## config.mk

```make
export PLATFORM = sky130hd
export DESIGN_NAME = sprite_draw_scheduler
export DESIGN_NICKNAME = d
export VERILOG_FILES = /design/src/rtl/sprite_draw_scheduler.sv
export SDC_FILE = /design/constraint.sdc
export NUM_CORES = 1
export LEC_CHECK = 0
export BUFFER_PORTS_ARGS = -buffer_cell sky130_fd_sc_hd__buf_2
export CAP_MARGIN = 20
export CORE_ASPECT_RATIO = 0.7
export CORE_MARGIN = 2
export CORE_UTILIZATION = 59
export CTS_CLUSTER_SIZE = 25
export DETAILED_ROUTE_END_ITERATION = 8
export PLACE_DENSITY = 0.86
export SLEW_MARGIN = 20
export SYNTH_ARGS = -nofsm -noshare
export SYNTH_HDL_FRONTEND = slang
export SYNTH_SLANG_ARGS = --single-unit
```

## constraint.sdc

```tcl
create_clock -name clk -period 7.3 [get_ports clk]
set_input_delay 0 -clock clk [delete_from_list [all_inputs] [get_ports clk]]
set_output_delay 0 -clock clk [all_outputs]
set_load 0.02 [all_outputs]
```

## src/rtl/sprite_draw_scheduler.sv

```systemverilog
`default_nettype none
// ============================================================================
//  Module   : sprite_draw_scheduler
//  Purpose  : Round-robin arbiter sharing one VGA plot port among N sprite
//             requesters. Each grant erases the sprite's previous 5x5
//             footprint with BG_COLOUR, plots the new 5x5 bitmap pixel by
//             pixel, then pulses a one-hot ack to the winner.
//  Options  : SPRITE_SKIP_UNCHANGED_EN - when defined, a grant whose
//             latched position equals the sprite's last drawn position skips
//             erase and draw and goes straight to ack.
//  Revision : 1.0 - initial release
// ============================================================================
module sprite_draw_scheduler #(
  parameter int         N         = 4,
  parameter logic [2:0] BG_COLOUR = 3'b000
) (
  input  logic            clk,
  input  logic            reset,
  input  logic [N-1:0]    req,
  input  logic [8*N-1:0]  x_in,
  input  logic [7*N-1:0]  y_in,
  input  logic [25*N-1:0] shape_in,
  input  logic [3*N-1:0]  colour_in,
  output logic [N-1:0]    ack,
  output logic            busy,
  output logic [7:0]      vga_x,
  output logic [6:0]      vga_y,
  output logic [2:0]      vga_colour,
  output logic            vga_plot
);

  localparam int GW = (N > 1) ? $clog2(N) : 1;
  localparam logic [GW-1:0] LAST_IDX = GW'(N - 1);

  localparam logic [1:0] S_IDLE  = 2'd0;
  localparam logic [1:0] S_ERASE = 2'd1;
  localparam logic [1:0] S_DRAW  = 2'd2;
  localparam logic [1:0] S_ACK   = 2'd3;

  // --------------------------------------------------------------------------
  // Per-requester views of the packed input buses
  // --------------------------------------------------------------------------
  logic [7:0]  w_x_arr      [N];
  logic [6:0]  w_y_arr      [N];
  logic [24:0] w_shape_arr  [N];
  logic [2:0]  w_colour_arr [N];

  for (genvar gi = 0; gi < N; gi++) begin : g_unpack
    assign w_x_arr[gi]      = x_in[8*gi +: 8];
    assign w_y_arr[gi]      = y_in[7*gi +: 7];
    assign w_shape_arr[gi]  = shape_in[25*gi +: 25];
    assign w_colour_arr[gi] = colour_in[3*gi +: 3];
  end

  // --------------------------------------------------------------------------
  // State and working registers
  // --------------------------------------------------------------------------
  logic [1:0]    state_q, state_d;
  logic [7:0]    x_q, x_d;
  logic [6:0]    y_q, y_d;
  logic [24:0]   shape_q, shape_d;
  logic [2:0]    colour_q, colour_d;
  logic [GW-1:0] grant_q, grant_d;
  logic [2:0]    col_q, col_d;
  logic [2:0]    row_q, row_d;

  // Per-sprite memory of the last drawn footprint
  logic [7:0]    prev_x_q [N];
  logic [6:0]    prev_y_q [N];
  logic [N-1:0]  prev_valid_q;
  logic [GW-1:0] last_grant_q;

  // Registered plot port and ack
  logic [7:0]    vga_x_q, vga_x_d;
  logic [6:0]    vga_y_q, vga_y_d;
  logic [2:0]    vga_colour_q, vga_colour_d;
  logic          vga_plot_q, vga_plot_d;
  logic [N-1:0]  ack_q, ack_d;

  // Arbitration results
  int            w_cand;
  logic          w_win_found;
  logic [GW-1:0] w_win_idx;
  logic          w_same_pos;
  logic          w_last_px;

  assign w_last_px = (col_q == 3'd4) && (row_q == 3'd4);

  // Round-robin search: first pending request after the last winner, wrapping
  always_comb begin
    w_win_found = 1'b0;
    w_win_idx   = '0;
    w_cand      = 0;
    for (int k = 1; k <= N; k++) begin
      w_cand = int'(last_grant_q) + k;
      if (w_cand >= N) begin
        w_cand = w_cand - N;
      end
      if (!w_win_found && req[GW'(w_cand)]) begin
        w_win_found = 1'b1;
        w_win_idx   = GW'(w_cand);
      end
    end
  end

`ifdef SPRITE_SKIP_UNCHANGED_EN
  // A re-request at the already drawn position needs no pixel traffic
  assign w_same_pos = prev_valid_q[w_win_idx] &&
                      (w_x_arr[w_win_idx] == prev_x_q[w_win_idx]) &&
                      (w_y_arr[w_win_idx] == prev_y_q[w_win_idx]);
`else
  assign w_same_pos = 1'b0;
`endif

  // --------------------------------------------------------------------------
  // FSM
  // --------------------------------------------------------------------------

  // State register
  always_ff @(posedge clk or posedge reset) begin
    if (reset) begin
      state_q <= S_IDLE;
    end else begin
      state_q <= state_d;
    end
  end

  // Next-state logic: erase only when the sprite has a footprint on screen
  always_comb begin
    state_d = state_q;
    case (state_q)
      S_IDLE: begin
        if (w_win_found) begin
          if (w_same_pos) begin
            state_d = S_ACK;
          end else if (prev_valid_q[w_win_idx]) begin
            state_d = S_ERASE;
          end else begin
            state_d = S_DRAW;
          end
        end
      end
      S_ERASE: if (w_last_px) state_d = S_DRAW;
      S_DRAW:  if (w_last_px) state_d = S_ACK;
      S_ACK:   state_d = S_IDLE;
      default: state_d = S_IDLE;
    endcase
  end

  // Output logic: pixel address/colour for the current step, ack in S_ACK
  always_comb begin
    vga_x_d      = 8'd0;
    vga_y_d      = 7'd0;
    vga_colour_d = 3'd0;
    vga_plot_d   = 1'b0;
    ack_d        = '0;
    case (state_q)
      S_ERASE: begin
        vga_x_d      = prev_x_q[grant_q] + {5'd0, col_q};
        vga_y_d      = prev_y_q[grant_q] + {4'd0, row_q};
        vga_colour_d = BG_COLOUR;
        vga_plot_d   = 1'b1;
      end
      S_DRAW: begin
        vga_x_d      = x_q + {5'd0, col_q};
        vga_y_d      = y_q + {4'd0, row_q};
        vga_colour_d = colour_q;
        // Bitmap is shifted left once per pixel, so bit 24 is always current
        vga_plot_d   = shape_q[24];
      end
      S_ACK: begin
        ack_d = {{(N-1){1'b0}}, 1'b1} << grant_q;
      end
      default: ;
    endcase
  end

  // --------------------------------------------------------------------------
  // Datapath
  // --------------------------------------------------------------------------

  // Working register next values: latch winner, then walk the 5x5 raster
  always_comb begin
    x_d      = x_q;
    y_d      = y_q;
    shape_d  = shape_q;
    colour_d = colour_q;
    grant_d  = grant_q;
    col_d    = col_q;
    row_d    = row_q;
    case (state_q)
      S_IDLE: begin
        if (w_win_found) begin
          x_d      = w_x_arr[w_win_idx];
          y_d      = w_y_arr[w_win_idx];
          shape_d  = w_shape_arr[w_win_idx];
          colour_d = w_colour_arr[w_win_idx];
          grant_d  = w_win_idx;
          col_d    = 3'd0;
          row_d    = 3'd0;
        end
      end
      S_ERASE, S_DRAW: begin
        if (col_q == 3'd4) begin
          col_d = 3'd0;
          row_d = w_last_px ? 3'd0 : row_q + 3'd1;
        end else begin
          col_d = col_q + 3'd1;
        end
        if (state_q == S_DRAW) begin
          shape_d = {shape_q[23:0], 1'b0};
        end
      end
      default: ;
    endcase
  end

  // Working registers
  always_ff @(posedge clk or posedge reset) begin
    if (reset) begin
      x_q      <= 8'd0;
      y_q      <= 7'd0;
      shape_q  <= 25'd0;
      colour_q <= 3'd0;
      grant_q  <= '0;
      col_q    <= 3'd0;
      row_q    <= 3'd0;
    end else begin
      x_q      <= x_d;
      y_q      <= y_d;
      shape_q  <= shape_d;
      colour_q <= colour_d;
      grant_q  <= grant_d;
      col_q    <= col_d;
      row_q    <= row_d;
    end
  end

  // Footprint memory and arbitration pointer, committed on completion only
  always_ff @(posedge clk or posedge reset) begin
    if (reset) begin
      prev_valid_q <= '0;
      last_grant_q <= LAST_IDX;
      for (int i = 0; i < N; i++) begin
        prev_x_q[i] <= 8'd0;
        prev_y_q[i] <= 7'd0;
      end
    end else if (state_q == S_ACK) begin
      prev_x_q[grant_q]     <= x_q;
      prev_y_q[grant_q]     <= y_q;
      prev_valid_q[grant_q] <= 1'b1;
      last_grant_q          <= grant_q;
    end
  end

  // Registered plot port and ack
  always_ff @(posedge clk or posedge reset) begin
    if (reset) begin
      vga_x_q      <= 8'd0;
      vga_y_q      <= 7'd0;
      vga_colour_q <= 3'd0;
      vga_plot_q   <= 1'b0;
      ack_q        <= '0;
    end else begin
      vga_x_q      <= vga_x_d;
      vga_y_q      <= vga_y_d;
      vga_colour_q <= vga_colour_d;
      vga_plot_q   <= vga_plot_d;
      ack_q        <= ack_d;
    end
  end

  assign vga_x      = vga_x_q;
  assign vga_y      = vga_y_q;
  assign vga_colour = vga_colour_q;
  assign vga_plot   = vga_plot_q;
  assign ack        = ack_q;
  assign busy       = (state_q != S_IDLE);

endmodule
`default_nettype wire

```

==> impl_results.md <==
- Setup-failing EPs final: 0
- Slowest CP cell: o21a_1
- Synth cell count leaders: 236 x nand2_1, 140 x dfrtp_1, 69 x nor2_1
- Clock root cell: clkbuf_16
- Final Hold Slack: approximately 0.011 ns
- Initial core utilization: 60.0%
- Initial antenna violation count: 0
- CP arrival: roughly 4.4 ns
- Drt total wl: 26200 µm
- Cell row count: 37
- Setup Skew: between 0.008 and 0.009 ns
- Gr ovfl total: 0
- Area growth syn-to-layout: 27.0%
- Worst VDD drop: between 0.0003 and 0.0004 V
- Iteration count of the initial detailed-routing pass: 6
- Synthesized instance count: 910
- Kind of critical path: flip-flop to flip-flop
- PwrDens: between 400 and 500 nW/µm²
- Register area share after synthesis: approximately 40%
- Longest Clk Path Bufs: 2
- Synth cell types: 57
- Crit path largest cell delay: roughly 0.84 ns
- Fin. max-slew vios: 0
- Die Wd: 150 µm
- First-pass GRT wire length: between 40000 and 50000 µm
- Synthesized net count: 1104
- FMAX: between 200 and 250 MHz
- Number of synthesized flops with an enable pin: 0
- Hold Fails Final Rpt: 0
- Crit-path max FO: about 60
- Top-area cell type share of the netlist area: 40.0%
- Clk_lat worst skew: approximately 0.42 ns
- RD Place Congestion: approximately 0.85
- Status: complete, no violations
- GR Util met1: a little under half
- Syn avg cell area: between 9 and 10 µm²
- Crit-path cells: mux2i_1 -> o21a_1 -> o21ai_4 -> buf_4 -> and3_1 -> dlygate4sd3_1 -> o31ai_1 -> dlygate4sd3_1
- Worst Setup Start Kind: flip-flop
- Relative slew slack: between 20% and 30%
- GR Util met2: 53.2%
- Top post-synthesis cells by area: dfrtp_1 40%, nand2_1 10%, mux2_2 5.1%
- Wire per inst: 19.3 µm
- H-tree levels: 4
- Synth warnings: 0
- Die ar.: around 16000 µm²
- Nets: ~1300
- Min-Delay Path Class: primary input to flip-flop
- GRT Total Usage: ~34%
- FF+latch count, synth: 142
- Mapped Area: between 8000 and 9000 µm²
- DP Wirelength: approximately 16000 µm
- Total CTS buffers: 17
- Synth Flop Type: dfrtp_1
- Starting DRT DRC Count: 984
- Proportion of layout cells with a drive suffix above 1: 30.5%
- Largest net degree at the start of global routing: between 70 and 80
- Core footprint: about 15000 µm²
- Via count: 8291
- Crit end category: flip-flop
- GRT busiest layer: met2
- Antenna Nets Post-Route: 0
- Vias per cell: 6.13
- Synth async-reset ratio: 100%
- MaxCap Viol Count: 0
- Number of global-route vias before repair: 8367
- Crit-path most repeated cell: dlygate4sd3_1
- Area leader, netlist: dfrtp_1
- Clock sinks: about 140
- Fin Setup TNS: 0 ns
- Most numerous cell in the Yosys netlist: nand2_1
- WP data required: 7.66 ns
- Gates resized, CTS repair: 0
- GRT met3 Usage: between 8 and 9%
- # port buffers: between 200 and 250
- Cell leakage power: roughly 5.6 nW
- Clk slew on worst S/H paths: ~0.060 ns
- Fin crit period: around 4.1 ns
- CTS tree: done
- Unrepaired setup endpoints after global routing: no
- Period utilisation layout: around 56%
- Tightest Pin Transition: ~1.1 ns
- Residual DRC: 0
- I/O pin count: 202
- Die span in y: approximately 110 µm
[metal layers]
metal,part of all wire (%),vias up
li1,-,3715
met1,41,4021
met2,46,482
met3,9.9,73
met4,2.7,0
met5,0,-
[kinds of logic (layout without fill, tap and decap cells)]
group	after synthesis	after routing	share of synthesized area [%]
and+or+nand+nor	376	376	18.3
other	0	1	0
buffers and inverters	95	342	5.88
muxes	67	67	10.4
xor gates and xnor gates	11	11	1.10
adders and majority gates	16	16	2.46
DFF	142	142	40.6
AOI/OAI and AO/OA	203	203	21.3
[stage by stage]
stage	worst slack [ns]	power, W	instances	instance area [µm²]	utilization, %
2_1_floorplan	3.49	0.00349	910	8750	-
3_3_place_gp	4.22	0.00393	1240	9660	66.2
3_5_place_dp	4.05	0.00403	1240	9660	66.2
4_1_cts	3.36	0.00521	1352	11100	76.1
5_1_grt	3.05	0.00565	1352	11100	76.2
6_report	3.24	0.00532	1353	11100	76.2
[cell type report]
class / instances / area, µm²
antenna: 1 / 2.50
clock buffer: 21 / 450
clock inverter: 11 / 189
fill: 918 / 3470
inverter: 20 / 80.1
multi-input combinational: 673 / 4710
sequential: 142 / 3560
tap: 195 / 244
timing repair buffer: 290 / 1870
[critical path, delay by kind of cell, from the launching register on]
family	cells	cell delay, ns
buf+inv	3	1.54
compound gates	3	1.33
flops	1	0.60
mux	1	0.27
simple gates	1	0.25
[where the power goes]
part           switching, W  internal [W]  leakage, nW
Clock              0.000337      0.000614        0.307
Combinational       0.00166       0.00123         3.49
Sequential         0.000318       0.00116         1.77
[state kept, by name, indices dropped and copies added, names as in the netlist]
| signal | flops |
|---|---|
| prev_valid_q | 4 |
| vga_x | 8 |
| prev_y_q | 28 |
| y_q | 7 |
| vga_plot | 1 |
| vga_y | 7 |
| row_q | 3 |
| ack | 4 |
| colour_q | 3 |
| last_grant_q | 2 |
| grant_q | 2 |
| x_q | 8 |
| state_q | 2 |
| prev_x_q | 32 |
| shape_q | 25 |
| col_q | 3 |
| vga_colour | 3 |
[cells in the final DEF, fill, tap and decap left out, types with 3 or more instances in the layout]
cell	count
nand2_1	236
buf_2	201
dfrtp_1	140
dlygate4sd3_1	80
nor2_1	69
mux2_2	40
and3_1	37
a21oi_1	32
a2111oi_0	28
a211o_1	24
o211a_1	24
a211oi_2	21
o31ai_1	19
a2111oi_2	19
inv_1	18
clkbuf_16	17
mux4_2	15
ha_1	13
mux2i_1	12
buf_4	9
o21ai_0	8
and2_1	8
xor2_1	8
nand3_1	6
bufinv_16	5
a211oi_1	4
nand2b_1	4
a21o_1	4
a22o_1	3
nor2b_1	3
xnor2_1	3
clkbuf_1	3
clkinv_2	3
[final timing paths]
check	startpoint	to	slack (ns)	depth (start not counted)
setup / recovery	last_grant_q[1]$_DFFE_PP1P_	y_q[3]$_DFFE_PP0P_	3.24	8
hold / removal	shape_in[40]	shape_q[15]$_DFFE_PP0P_	0.01	4
setup reg to reg	last_grant_q[1]$_DFFE_PP1P_	y_q[3]$_DFFE_PP0P_	3.24	8
hold reg to reg	prev_valid_q[0]$_DFFE_PP0P_	prev_valid_q[0]$_DFFE_PP0P_	0.47	1
max in group asynchronous	reset	prev_x_q[30]$_DFFE_PP0P_	5.72	4
min in group asynchronous	reset	vga_y[3]$_DFF_PP0_	0.24	3
[what timing repair did]
item	CTS	global route
endpoints found under the setup margin	0	0
buffers inserted	0	0
hold endpoints to repair	111	0
hold buffers	80	0
Power figures use the tool's default switching activity.
